`src/rtl/cic_filter.sv`:
```
// CIC rate-change filter: decimator (DnI=1) or interpolator (DnI=0), with
// the output normalised by RATE**STAGES so that a DC input reappears unchanged.
module cic_filter #(
    parameter int WIDTH  = 8,
    parameter int STAGES = 3,
    parameter int RATE   = 4,
    parameter int DnI    = 1
) (
    input  logic             clk,
    input  logic             rstn,
    input  logic [WIDTH-1:0] in,
    output logic [WIDTH-1:0] out
);
    localparam int LOG2R = $clog2(RATE);
    localparam int IW    = WIDTH + STAGES * LOG2R;
    localparam logic [LOG2R-1:0] STROBE_PHASE = (DnI != 0) ? LOG2R'(RATE - 1) : '0;

    logic [LOG2R-1:0] phase_q;
    logic             strobe;
    logic [IW-1:0]    in_ext;
    logic [IW-1:0]    integ_src;
    logic [IW-1:0]    comb_src;
    logic [IW-1:0]    integ_q [STAGES];
    logic [IW-1:0]    integ_d [STAGES];
    logic [IW-1:0]    dly_q   [STAGES];
    logic [IW-1:0]    dly_d   [STAGES];
    logic [IW-1:0]    comb_c  [STAGES+1];

    assign strobe = (phase_q == STROBE_PHASE);
    assign in_ext = {{(IW-WIDTH){1'b0}}, in};

    // Modular arithmetic throughout: integrator wrap cancels in the combs.
    genvar gi;
    generate
        for (gi = 0; gi < STAGES; gi++) begin : g_stage
            if (gi == 0) begin : g_first
                assign integ_d[gi] = integ_q[gi] + integ_src;
            end else begin : g_next
                assign integ_d[gi] = integ_q[gi] + integ_q[gi-1];
            end
            assign comb_c[gi+1] = comb_c[gi] - dly_q[gi];
            assign dly_d[gi]    = strobe ? comb_c[gi] : dly_q[gi];
        end
    endgenerate

    assign comb_c[0] = comb_src;

    always_ff @(posedge clk) begin
        if (!rstn) begin
            phase_q <= '0;
            for (int k = 0; k < STAGES; k++) begin
                integ_q[k] <= '0;
                dly_q[k]   <= '0;
            end
        end else begin
            phase_q <= phase_q + 1'b1;
            for (int k = 0; k < STAGES; k++) begin
                integ_q[k] <= integ_d[k];
                dly_q[k]   <= dly_d[k];
            end
        end
    end

    generate
        if (DnI != 0) begin : g_dec
            logic [WIDTH-1:0] out_q;

            assign integ_src = in_ext;
            assign comb_src  = integ_q[STAGES-1];

            always_ff @(posedge clk) begin
                if (!rstn) begin
                    out_q <= '0;
                end else if (strobe) begin
                    out_q <= comb_c[STAGES][IW-1 -: WIDTH];
                end
            end

            assign out = out_q;
        end else begin : g_int
            // Comb result held for RATE cycles: zero-order-hold upsampling.
            logic [IW-1:0] cr_q;

            assign integ_src = cr_q;
            assign comb_src  = in_ext;

            always_ff @(posedge clk) begin
                if (!rstn) begin
                    cr_q <= '0;
                end else if (strobe) begin
                    cr_q <= comb_c[STAGES];
                end
            end

            assign out = integ_q[STAGES-1][IW-1 -: WIDTH];
        end
    endgenerate
endmodule

```
`config.mk`:
```
export PLATFORM = sky130hd
export DESIGN_NAME = cic_filter
export DESIGN_NICKNAME = d
export VERILOG_FILES = /design/src/rtl/cic_filter.sv
export SDC_FILE = /design/constraint.sdc
export NUM_CORES = 1
export LEC_CHECK = 0
export ABC_AREA = 1
export BUFFER_PORTS_ARGS = -buffer_cell sky130_fd_sc_hd__buf_2
export CORE_MARGIN = 2
export CORE_UTILIZATION = 50
export DETAILED_ROUTE_END_ITERATION = 10
export GPL_ROUTABILITY_DRIVEN = 0
export PLACE_DENSITY_LB_ADDON = 0.05
export SETUP_SLACK_MARGIN = 0.3
export SLEW_MARGIN = 20
export SYNTH_ARGS = -nofsm -noshare
export SYNTH_HDL_FRONTEND = slang
export SYNTH_SLANG_ARGS = --single-unit
```
`constraint.sdc`:
```
create_clock -name clk -period 5 [get_ports clk]
set_input_delay 1 -clock clk [delete_from_list [all_inputs] [get_ports clk]]
set_output_delay 1 -clock clk [all_outputs]
set_load 0.03 [all_outputs]
```
# Word level (Yosys, flattened, before mapping)
# Memories as Yosys holds them, arrays and structs flattened.
# Cells that the tools add are included.
[op_classes]
bitwise = 6
shifts = 0
order_cmp = 0
n_mux = 11
div_mod_pow = 0
reduce_logical = 0
eq_ne = 1
n_addsub = 7
multipliers = 0
[op_table]
columns = ["cell", "n"]
rows = [
  ["$mux 14", 9],
  ["$sub 14x14->14", 3],
  ["$add 14x14->14", 2],
  ["$add 14x8->14", 1],
  ["$or 1x1->1", 6],
  ["$add 2x1->2 const B", 1],
  ["$eq 2x2->1 const B", 1],
  ["$mux 1", 2],
]
[word_totals]
mem_bits_ro = 0
ram_bits = 84
wordCells = 29
ff_bits = 10
input_bits = 10
memories = 2
latchBits = 0
[mem_list]
columns = ["memory", "words", "width", "read_ports", "rd_ports_with_merged_regs", "wr", "line_no", "rtl"]
rows = [
  ["dly_q", 3, 14, 3, 0, 3, "25", "logic [IW-1:0] dly_q [STAGES];"],
  ["integ_q", 3, 14, 3, 0, 3, "23", "logic [IW-1:0] integ_q [STAGES];"],
]

# Logic depth before layout (Yosys ltp)
# An unclocked memory read counts as a cell.
[logic_depth]
ltp_word = 5
depth_mapped = 30
ltp_nobuf = 30

# Least setup slack after synthesis
# Ideal clock, no wire load.
[synth_path]
path_type = "flip-flop to flip-flop"
from = "mem integ_q[0][28] (netlist name)"
to = "reg g_dec.out_q[7], in the netlist out[7]"
path_stages_with_launch = 27
path_buffers = 0
setup_time_ns = 0.109
t_arrival_ns = 3.956
slack_ns = 0.935
t_required_ns = 4.891
synth_period_minus_slack_ns = 4.065
path_cell_list = "dfxtp_1 -> inv_1 -> ha_1 -> fa_1 -> o21ai_1 -> a31oi_1 -> xnor2_1 -> ha_1 -> nand2_1 -> o21ai_0 -> a31oi_1 -> o21ai_0 -> xor2_1 -> inv_1 -> ha_1 -> a21oi_1 -> a21boi_1 -> nand3_1 -> nand2_1 -> inv_1 -> or2_1 -> nand2_1 -> nand2_1 -> nand3_1 -> nand3_1 -> nand2_1 -> inv_1"
[synth_lines]
columns = ["element", "line_no", "rtl"]
rows = [
  ["start: declaration", "23", ""],
  ["end signal: assignment", "75", "out_q <= comb_c[STAGES][IW-1 -: WIDTH];"],
  ["end: declaration", "66", "logic [WIDTH-1:0] out_q;"],
]

==> impl_metrics.ini <==
[synthesis]
synth_compound_gate_area_share_pct = 22.7
synthSimpleGateAreaFrac_pct = 14.5
synthAdderAreaFrac_pct = 16.8
cell_type_contributing_the_most_total_cell_area_after_synthesis = dfxtp_1
synth_top_cell_area_share_pct = 31.1
synth-seq-cells = 94
synth_mux_area_share_pct = 0
synthesis.area_per_instance_um2 = 7.29
mappedNetlistArea_um2 = 6050
yosysUniqueCellTypes = 34
combinational_family_with_the_most_area_after_synthesis = compound AO/OA/AOI/OAI gates
yosys.area_share.xor_xnor_pct = 4.63
synthCells = 830
yosysWarningCount = 0
synth_area_leaders = dfxtp_1, ha_1, a21oi_1
mappedNetlistNets = 918
seq_area_frac_synth_pct = 31.1

[critical_path]
critical_path_peak_fanout = 4
reg2reg_to = out[7]
critical_path.n_buffers_inverters = 6
worstSetupPathType = flop to flop
critPathTopFamily = adder cells
worst_ep_arrival_time_ns = 4.57
critPathMaxStageDelay_ns = 0.46
worst_path_cell_with_the_longest_stage_delay = fa_1
cp-end-kind = flop
worst_setup_path_start_kind = flop
worst_r2r_startpoint = integ_q[0][28]
rrSetupSlack_ns = 0.69
crit_top_cell = nand2_1
rr_worst_depth = 28
critPathRequiredTime_ns = 5.25

[detailed_routing]
post_drt_via_cell_ratio = 5.31
num_vias = 5300
antenna_violating_nets_post_route = 0
first_pass_iteration_count_of_the_detailed_router = 5
drt-total-wl_um = 12500
drt-wirelength-per-cell_um = 12.5
drt_iter0_markers = 230
final_routed_drc_violation_total = 0

[cts]
cts_max_level = 3
cts_hold_repair.buffers = 0
path_clk_slew_ns = 0.07
clockRootBuffer = clkbuf_16
worstSkewPairLatency_ns = 0.35
numCtsBuffers = 9
cts.sink_count = 94
cts_max_path_buffers = 2
tritoncts = yes

[sta]
worst_clock_skew_ns = 0.00727
report.final.slew_viol_count = 0
transition_time_at_the_pin_with_the_least_slew_margin_ns = 0.605
final.setup.tns_ns = 0
relSlewSlack_pct = 59.7
setup_violations = 0
timing_hold_violations_final = 0
layout_worst_path_cycle_share_pct = 86.3
final.min_clock_period_ns = 4.31
setup_repair_after_global_routing_missed_its_margin = no
finalWorstSetupSlack_ns = 0.687
timing.fmax_mhz = 232

[global_route]
grtUsageTotal_pct = 20.6
antenna_violations_before_repair = 0
global_route.peak_usage_layer = met2
use_met2_pct = 35.9
gr-usage-met1_pct = 24.5
grt_start_max_net_pins = 69
gr-total-overflow = 0
grt_first_pass_wirelength_um = 21800
global_route_met3_usage_pct = 3.08
number_of_global_route_vias_before_repair = 5030

[placement]
post-dp-hpwl_um = 9410
place.detailed.instances = 977
buffers_added_on_ports = 17
pre_cts_slack_ns = 0.484

[finish]
area_growth_pct = 8.94
insertedDiodeCount = 0
finish.cell_count_without_fillers = 998
design.final.nets = 935
final_core_utilization_pct = 55.3
post_route_cells_drive_above_1_share_pct = 7.17

[worst_hold_path]
hold_path.class = flop to flop
min_to = phase_q[0]
min-delay-start = phase_q[0]
hold_critical_path_depth = 1

[die]
placement_rows = 40
horizontal_die_dimension_um = 114
core-area_um2 = 11900
die_h_um = 114
start_util_pct = 50.8
num_io_pins = 18
fp.dieArea_um2 = 13000

[outcome]
run_status = finished clean

[job]
timing.max_cap.violations = 0
-- cell type report --
type                    count  area [um^2]
clock buffers              14          264
clock inverters             1         5.00
fillers                  1167         5320
inverters                 145          544
multi-input cells         570         3550
flip-flops and latches     94         1880
well taps                 147          184
repair buffers             27          160
-- layout by cell type, fill, tap and decap left out, types with 2 or more instances in the layout --
| cell | n |
|---|---|
| nor2_2 | 5 |
| xor2_1 | 22 |
| a31oi_1 | 8 |
| nand4_1 | 6 |
| nor3_1 | 4 |
| fa_1 | 5 |
| a21boi_1 | 3 |
| o21bai_1 | 5 |
| o21ai_0 | 82 |
| o21ai_2 | 3 |
| a211oi_1 | 2 |
| ha_1 | 73 |
| nand3_2 | 4 |
| inv_1 | 141 |
| a21oi_2 | 3 |
| o21ai_1 | 13 |
| a21oi_1 | 123 |
| xnor2_1 | 10 |
| inv_2 | 4 |
| o2111ai_1 | 3 |
| o21a_1 | 5 |
| buf_4 | 10 |
| clkbuf_1 | 3 |
| nor2_1 | 48 |
| nand3b_1 | 3 |
| clkbuf_16 | 9 |
| nand2_2 | 3 |
| nand3_1 | 27 |
| nand2_1 | 103 |
| o211ai_1 | 4 |
| clkbuf_8 | 2 |
| buf_2 | 17 |
| dfxtp_1 | 94 |
-- worst max path at each step --
stage                   startpoint  endpoint  slack (ns)  depth (start not counted)
floorplan           integ_q[0][28]    out[7]        0.93                         26
global placement    integ_q[0][28]    out[7]        0.61                         26
detailed placement  integ_q[0][28]    out[7]        0.48                         26
CTS                 integ_q[0][28]    out[7]        0.45                         26
global route        integ_q[0][28]    out[7]        0.30                         28
finish              integ_q[0][28]    out[7]        0.69                         28
-- cell usage after synthesis --
master / number
a211oi_1: 2
a21boi_1: 3
a21o_1: 1
a21oi_1: 124
a21oi_2: 2
a31oi_1: 8
buf_1: 1
buf_2: 1
clkbuf_1: 19
dfxtp_1: 94
fa_1: 5
ha_1: 73
inv_1: 141
inv_2: 4
nand2_1: 103
nand2_2: 3
nand3_1: 27
nand3_2: 4
nand3b_1: 3
nand4_1: 6
nor2_1: 48
nor2_2: 5
nor3_1: 4
o2111ai_1: 3
o211ai_1: 4
o21a_1: 5
o21ai_0: 83
o21ai_1: 13
o21ai_2: 2
o21bai_1: 5
o31ai_1: 1
or2_1: 1
xnor2_1: 10
xor2_1: 22
-- what timing repair did --
| item | in CTS | in global routing |
|---|---|---|
| setup buffers | 0 | 6 |
| endpoints found under the setup margin | 0 | 3 |
| gates resized for setup | 0 | 3 |
-- routing by layer --
| layer | wire [um] | share of wire (%) |
|---|---|---|
| met5 | 0 | 0 |
| met4 | 364 | 2.9 |
| met3 | 305 | 2.4 |
| met2 | 6100 | 49 |
| met1 | 5730 | 46 |
-- through the flow --
step / hold slack (ns) / cell area, um^2
after floorplan: 0.399 / 6050
after global placement: 0.405 / 6270
final: 0.424 / 6590
after CTS: 0.432 / 6540
after detailed placement: 0.422 / 6270
after global routing: 0.446 / 6590
-- registers in the layout, indices dropped and copies added (netlist names) --
| name | flops |
|---|---|
| dly_q | 42 |
| phase_q | 2 |
| integ_q | 42 |
| out | 8 |
-- worst register-to-register path, delay by kind of cell (launching register included) --
family                   cells  cell delay [ns]
AO/OA/AOI/OAI                5             0.75
XOR/XNOR                     2             0.39
adder cells (fa/ha/maj)      4             1.30
buffers and inverters        6             0.42
flip-flops                   1             0.34
AND/OR/NAND/NOR             11             1.04
-- kinds of logic (layout without fill, tap and decap cells) --
kind of cell | Yosys count | count (layout)
compound gates | 256 | 256
simple gates | 204 | 204
buf+inv | 166 | 187
flops | 94 | 94
fa+ha+maj | 78 | 78
xor+xnor | 32 | 32
Power is not shown: default switching activity piles up to over one toggle a cycle in this logic, so the estimate is an artifact.
